==> src/rtl/core_if.sv <==
// Instruction-fetch stage: owns the PC, runs a single-outstanding request
// against instruction memory and hands {pc, pc+4, inst} to decode.
package core_if_pkg;
    typedef struct packed {
        logic [63:0] pc;
        logic [63:0] pc4;
        logic [31:0] inst;
    } IF_regs_t;
endpackage

module core_if
    import core_if_pkg::*;
#(
    parameter logic [63:0] RESET_PC = 64'h0000_0000_0000_0000
) (
    input  logic        clock,
    input  logic        reset,
    input  logic        stall,
    input  logic        redirect,
    input  logic [63:0] redirect_pc,
    output logic        imem_req,
    output logic [63:0] imem_addr,
    input  logic        imem_ready,
    input  logic        imem_rvalid,
    input  logic [31:0] imem_rdata,
    output IF_regs_t    IF_regs
);

    typedef enum logic [1:0] {
        ST_REQ  = 2'd0,
        ST_WAIT = 2'd1,
        ST_HOLD = 2'd2,
        ST_DROP = 2'd3
    } state_t;

    state_t      state_r;
    state_t      state_s;
    logic [63:0] pc_r;
    logic [63:0] pc_s;
    logic [31:0] hold_inst_r;
    logic [31:0] hold_inst_s;
    IF_regs_t    if_regs_r;
    IF_regs_t    if_regs_s;
    logic        deliver_s;
    logic [31:0] deliver_inst_s;

    // Sequential PC successor; wraps modulo 2^64.
    function automatic logic [63:0] pc_plus4(input logic [63:0] pc);
        return pc + 64'd4;
    endfunction

    assign imem_req  = (state_r == ST_REQ) && !redirect && !reset;
    assign imem_addr = {pc_r[63:2], 2'b00};
    assign IF_regs   = if_regs_r;

    // Next-state, next-PC and fetch-buffer selection.
    always_comb begin
        state_s        = state_r;
        pc_s           = pc_r;
        hold_inst_s    = hold_inst_r;
        deliver_s      = 1'b0;
        deliver_inst_s = 32'h0000_0000;
        case (state_r)
            ST_REQ: begin
                if (redirect) begin
                    pc_s = redirect_pc;
                end else if (imem_ready) begin
                    state_s = ST_WAIT;
                end else begin
                    state_s = ST_REQ;
                end
            end
            ST_WAIT: begin
                if (redirect) begin
                    pc_s    = redirect_pc;
                    state_s = imem_rvalid ? ST_REQ : ST_DROP;
                end else if (imem_rvalid && !stall) begin
                    deliver_s      = 1'b1;
                    deliver_inst_s = imem_rdata;
                    pc_s           = pc_plus4(pc_r);
                    state_s        = ST_REQ;
                end else if (imem_rvalid) begin
                    hold_inst_s = imem_rdata;
                    state_s     = ST_HOLD;
                end else begin
                    state_s = ST_WAIT;
                end
            end
            ST_HOLD: begin
                if (redirect) begin
                    pc_s    = redirect_pc;
                    state_s = ST_REQ;
                end else if (!stall) begin
                    deliver_s      = 1'b1;
                    deliver_inst_s = hold_inst_r;
                    pc_s           = pc_plus4(pc_r);
                    state_s        = ST_REQ;
                end else begin
                    state_s = ST_HOLD;
                end
            end
            ST_DROP: begin
                // A redirect here only retargets; the stale response must still drain.
                if (redirect) begin
                    pc_s = redirect_pc;
                end else begin
                    pc_s = pc_r;
                end
                if (imem_rvalid) begin
                    state_s = ST_REQ;
                end else begin
                    state_s = ST_DROP;
                end
            end
            default: begin
                state_s = ST_REQ;
            end
        endcase
    end

    // Output register to decode: redirect bubbles, stall holds, else deliver or bubble.
    always_comb begin
        if_regs_s = '0;
        if (redirect) begin
            if_regs_s = '0;
        end else if (stall) begin
            if_regs_s = if_regs_r;
        end else if (deliver_s) begin
            if_regs_s.pc   = pc_r;
            if_regs_s.pc4  = pc_plus4(pc_r);
            if_regs_s.inst = deliver_inst_s;
        end else begin
            if_regs_s = '0;
        end
    end

    // State, PC, fetch buffer and output registers.
    always_ff @(posedge clock) begin
        if (reset) begin
            state_r     <= ST_REQ;
            pc_r        <= RESET_PC;
            hold_inst_r <= 32'h0000_0000;
            if_regs_r   <= '0;
        end else begin
            state_r     <= state_s;
            pc_r        <= pc_s;
            hold_inst_r <= hold_inst_s;
            if_regs_r   <= if_regs_s;
        end
    end

endmodule

==> config.mk <==
export PLATFORM = sky130hd
export DESIGN_NAME = core_if
export DESIGN_NICKNAME = d
export VERILOG_FILES = /design/src/rtl/core_if.sv
export SDC_FILE = /design/constraint.sdc
export NUM_CORES = 1
export LEC_CHECK = 0
export ABC_AREA = 1
export CAP_MARGIN = 25
export CORE_UTILIZATION = 41
export DETAILED_ROUTE_END_ITERATION = 7
export GPL_TIMING_DRIVEN = 0
export PLACE_DENSITY = 0.69
export SKIP_LAST_GASP = 1
export SYNTH_ARGS = -nofsm -noshare
export SYNTH_HDL_FRONTEND = slang
export SYNTH_SLANG_ARGS = --single-unit
==> constraint.sdc <==
create_clock -name clock -period 2.2 [get_ports clock]
set_clock_uncertainty 0.15 [all_clocks]
set_input_delay 0.22 -clock clock [delete_from_list [all_inputs] [get_ports clock]]
set_output_delay 0.22 -clock clock [all_outputs]
set_load 0.01 [all_outputs]
==> results <==
- The TritonCTS clock tree is done.
- The headroom to the max-slew limit is 23.6%.
- Sequential cells burn 42.7% of the power.
- The finished cells cover 0.0172 sq mm.
- The wire length per cell after detailed routing is 18.1 um.
- The most critical setup path has its endpoint at IF_regs[71]$_SDFFE_PP0N_.
- The last weighted congestion value of the routability-driven placer is 0.963.
- In the global route stage, overall resource usage came out at 28.9%.
- Once routing completed, OpenROAD measured the worst setup slack at -2.55 ps.
- Before CTS, the worst setup slack after placement is -855 ps.
- The final hold violation count was 0.
- STA classifies the critical path endpoint as a register.
- Entering global routing, the biggest net connects 14 pins.
- The final number of setup-violating endpoints is 1.
- The final max-slew violation count is 0.
- For the pin with the worst max-slew slack, the measured transition is between 1000 and 1500 ps.
- The count of buffers added on input and output ports is 323.
- The number of levels the H-tree was split into is 1.
- The design draws approximately 12 mW.
- The total leakage power is 5.92 nW.
- The library cell used as clock root buffer is sky130_fd_sc_hd__clkbuf_16.
- The slowest stage of the critical path belongs to the cell sky130_fd_sc_hd__clkdlybuf4s50_1.
- Synthesis inferred 256 register bits.
- The power share of the combinational group is 19.0%.
- Of all nets on the critical path, the largest fanout is 10.
- The die covers 0.0307 sq mm.
- Synthesis handed over a netlist of about 1800 instances.
- The detailed-route DRC error count is 0.
- The fraction of the core area covered by cells at the end of the flow is 58.3%.
- The non-filler instance count after layout is 2522.
- In the layout the commonest cells are sky130_fd_sc_hd__nand2_1 (591), sky130_fd_sc_hd__clkdlybuf4s50_1 (322), sky130_fd_sc_hd__a21oi_1 (300).
- For this run, the top clock speed supported by timing is about 450 MHz.
- Setup repair after global routing could not meet its margin everywhere.
- The first global-routing pass estimated between 60000 and 70000 um of wire.
- In this run, the clock network consumes 38.3% of the power.
- The category of the most critical setup path is in -> reg.
- Summing over every cut layer, the via total after detailed routing is 13000.
- The sequential share of the synthesized area is 41.7%.
- The clock passes through at most 3 buffers.
- The worst vdd rail ir drop is about 0.00048 V.
- For this block, the routed nets add up to 45700 um of wire.
- The critical path goes through clkdlybuf4s50_1, inv_1, nand2_1, clkbuf_2, clkbuf_1, a21oi_1.
- The internal power of the cells is 8.89 mW.
- The total overflow left after global routing is 0.
- The critical path launch point is reset.
- The top-level port count is roughly 330.
- The flow ran to the end, but the final reports show violations.
- The launch instance of the worst register-to-register path is state_r[0]$_SDFFE_PP0P_.
- The number of warnings printed during yosys synthesis is 0.
- CTS saw 256 sinks.
- The number of nets at the end of the flow is around 2200.
- The total area inside the core boundary comes to approximately 0.030 sq mm.
- The initial utilization of the core area, before any placement, comes to between 40% and 50%.
- Detailed placement ended at an HPWL of 35000 um.
- The count of nets left with antenna violations after detail routing is 0.
- In this run the power spent charging and discharging nets is 3.58 mW.
- The distinct cell type count of the synthesized netlist is 37.
- The smallest clock period supported by the final layout is computed as 2200 ps.
- Using the TritonRoute via totals, the vias-per-cell ratio works out to between 5 and 6.
- Measured in cells, the most critical reg-to-reg path has a length of 7.
- 0 antenna diodes ended up in the layout.
- Data on the critical path is required at its endpoint by 2440 ps.
- The power density over the cells is 723 mW/mm^2.
- The floorplan step set the die width to 175 um.
- The via count of the first global-routing pass is ~12000.
- The clock latency of the later-clocked register in the worst-skew pair is 550 ps.
- The critical path data arrival time is 2450 ps.
- The share of final-layout standard cells stronger than drive strength 1 is between 10% and 20%.
- The final reports fail on negative setup slack.
- The setup check on the worst reg-to-reg path leaves a slack of 70 ps.
- The kind of start point of the critical path is an input port.
- The mean instance size in the synthesized netlist is 7.02 sq um.
- The delay contributed by the slowest stage of the critical path is 520 ps.
- Together, buffers and inverters on the worst path number 4.
- The number of antenna violations at the first check in global routing is 0.
- The total of max-cap violations is 0.
- The first TritonRoute pass finished after 5 iterations.
- Row generation in the floorplan step produced 63 rows.
- The first routing iteration left 913 violations.
- The count of placed standard cells including taps is 2466.
- Net switching is 28.7% of the power.
- The post-route clock period utilization is 100%.
- On the critical path the largest part of the delay comes from buffers and inverters.
- Once placement finished, the instance area stood at 0.0160 sq mm.
- Compared with the post-synthesis result, the final layout area differs by 40.2%.
- Summing every instance area after synthesis gives 0.0123 sq mm.
- The cell depth of the worst min-delay path is 5.
- Measured along the y axis, the die boundary spans 175 um.
- The path type of the worst min-delay path is in -> reg.
- In this run, CTS created clock tree buffers numbering 27.
- The leading cell type in the layout, fill and taps excluded is sky130_fd_sc_hd__nand2_1.
- The capture instance of the worst register-to-register path is pc_r[52]$_SDFFE_PP0P_.
- The critical path runs through a total of 6 cells.
- The clock transition at the register clock pins on the worst setup and hold paths after CTS is 60 ps.
-- how the worst min path moves through the flow --
| stage | startpoint | end | slack [ps] |
|---|---|---|---|
| finish | stall | state_r[1]$_SDFFE_PP0P_ | 20 |
| global route | stall | state_r[1]$_SDFFE_PP0P_ | 60 |
| CTS | stall | state_r[1]$_SDFFE_PP0P_ | 40 |
| detailed placement | hold_inst_r[29]$_SDFFE_PP0P_ | hold_inst_r[29]$_SDFFE_PP0P_ | 290 |
| global placement | hold_inst_r[29]$_SDFFE_PP0P_ | hold_inst_r[29]$_SDFFE_PP0P_ | 280 |
| floorplan | redirect_pc[0] | pc_r[0]$_SDFFE_PP0P_ | 200 |
-- synthesized netlist by cell type (all sizes together) --
library cell  count  area (sq um)
a22o             15           131
dfxtp           256          5120
conb              1          3.75
a21o              1          7.51
o21bai            7          63.8
or2               2          12.5
o21ai            87           435
ha                6          75.1
nand3b            2          15.0
clkbuf           59           221
nand4            12          75.1
a21oi           304          1530
nor2            134           626
nor3              1          16.3
buf             108           753
xnor2            22           200
inv              55           206
nand2           612          2340
a32o             12           120
o211ai            3          22.5
xor2              9          78.8
nand3            36           180
a31oi             4          25.0
clkinv            1          3.75
a211oi            3          22.5
-- per-stage QoR --
stage | TNS [ps] | hold WS (ps)
after floorplan | 0 | 205
after global placement | -99510 | 284
after detailed placement | -113080 | 294
after CTS | -25.6 | 41.8
after global routing | -45.1 | 60.3
final | -2.55 | 22.3
-- registers in the layout, summed over array words and instances, names as in the netlist --
signal / count
IF_regs: 158
hold_inst_r: 32
pc_r: 64
state_r: 2
-- cell type report --
cell class	count	area (sq um)
buffer	165	1050
sequential	256	5160
timing repair buffer	333	3330
fill	2851	12300
clock buffer	37	753
tap	390	488
inverter	56	210
multi-input combinational	1274	6090
clock inverter	11	169
-- power groups by stage --
stage / sequential [mW] / clock [mW] / combinational (mW)
3_5_place_dp: 5.39 / 0 / 2.28
6_report: 5.33 / 4.77 / 2.37
3_3_place_gp: 5.39 / 0 / 2.25
4_1_cts: 5.30 / 4.86 / 2.31
5_1_grt: 5.35 / 5.05 / 2.56
2_1_floorplan: 5.21 / 0 / 1.34
-- layer usage --
layer / vias to the layer above / wire length [um] / global-route usage, %
met2: 465 / 21200 / 48.3
li1: 6387 / - / -
met1: 6107 / 20100 / 38.3
met4: 0 / 1010 / 7.03
met5: - / 0 / 0
met3: 70 / 3330 / 5.35
-- kinds of logic after synthesis --
| kind of cell | Yosys count | share of synthesized area, % |
|---|---|---|
| buffers and inverters | 223 | 9.63 |
| AND/OR/NAND/NOR | 799 | 26.6 |
| adder cells (fa/ha/maj) | 6 | 0.610 |
| AO/OA/AOI/OAI | 436 | 19.2 |
| flip-flops | 256 | 41.7 |
| XOR/XNOR | 31 | 2.27 |
| other | 1 | 0.0305 |
-- worst min-delay path: stages --
cell	delay, ps
sky130_fd_sc_hd__buf_4	170
sky130_fd_sc_hd__nand3_2	90
sky130_fd_sc_hd__nand3_1	80
sky130_fd_sc_hd__nand2_1	60
sky130_fd_sc_hd__a21oi_1	50
-- what timing repair did --
item	in CTS	in global routing
setup buffers	4	5
endpoints found under the setup margin	214	222
resized for setup	29	69
pin swaps	3	0
hold buffers	0	0
gates cloned	1	0
No activity file was read; power rests on OpenSTA's default activity.
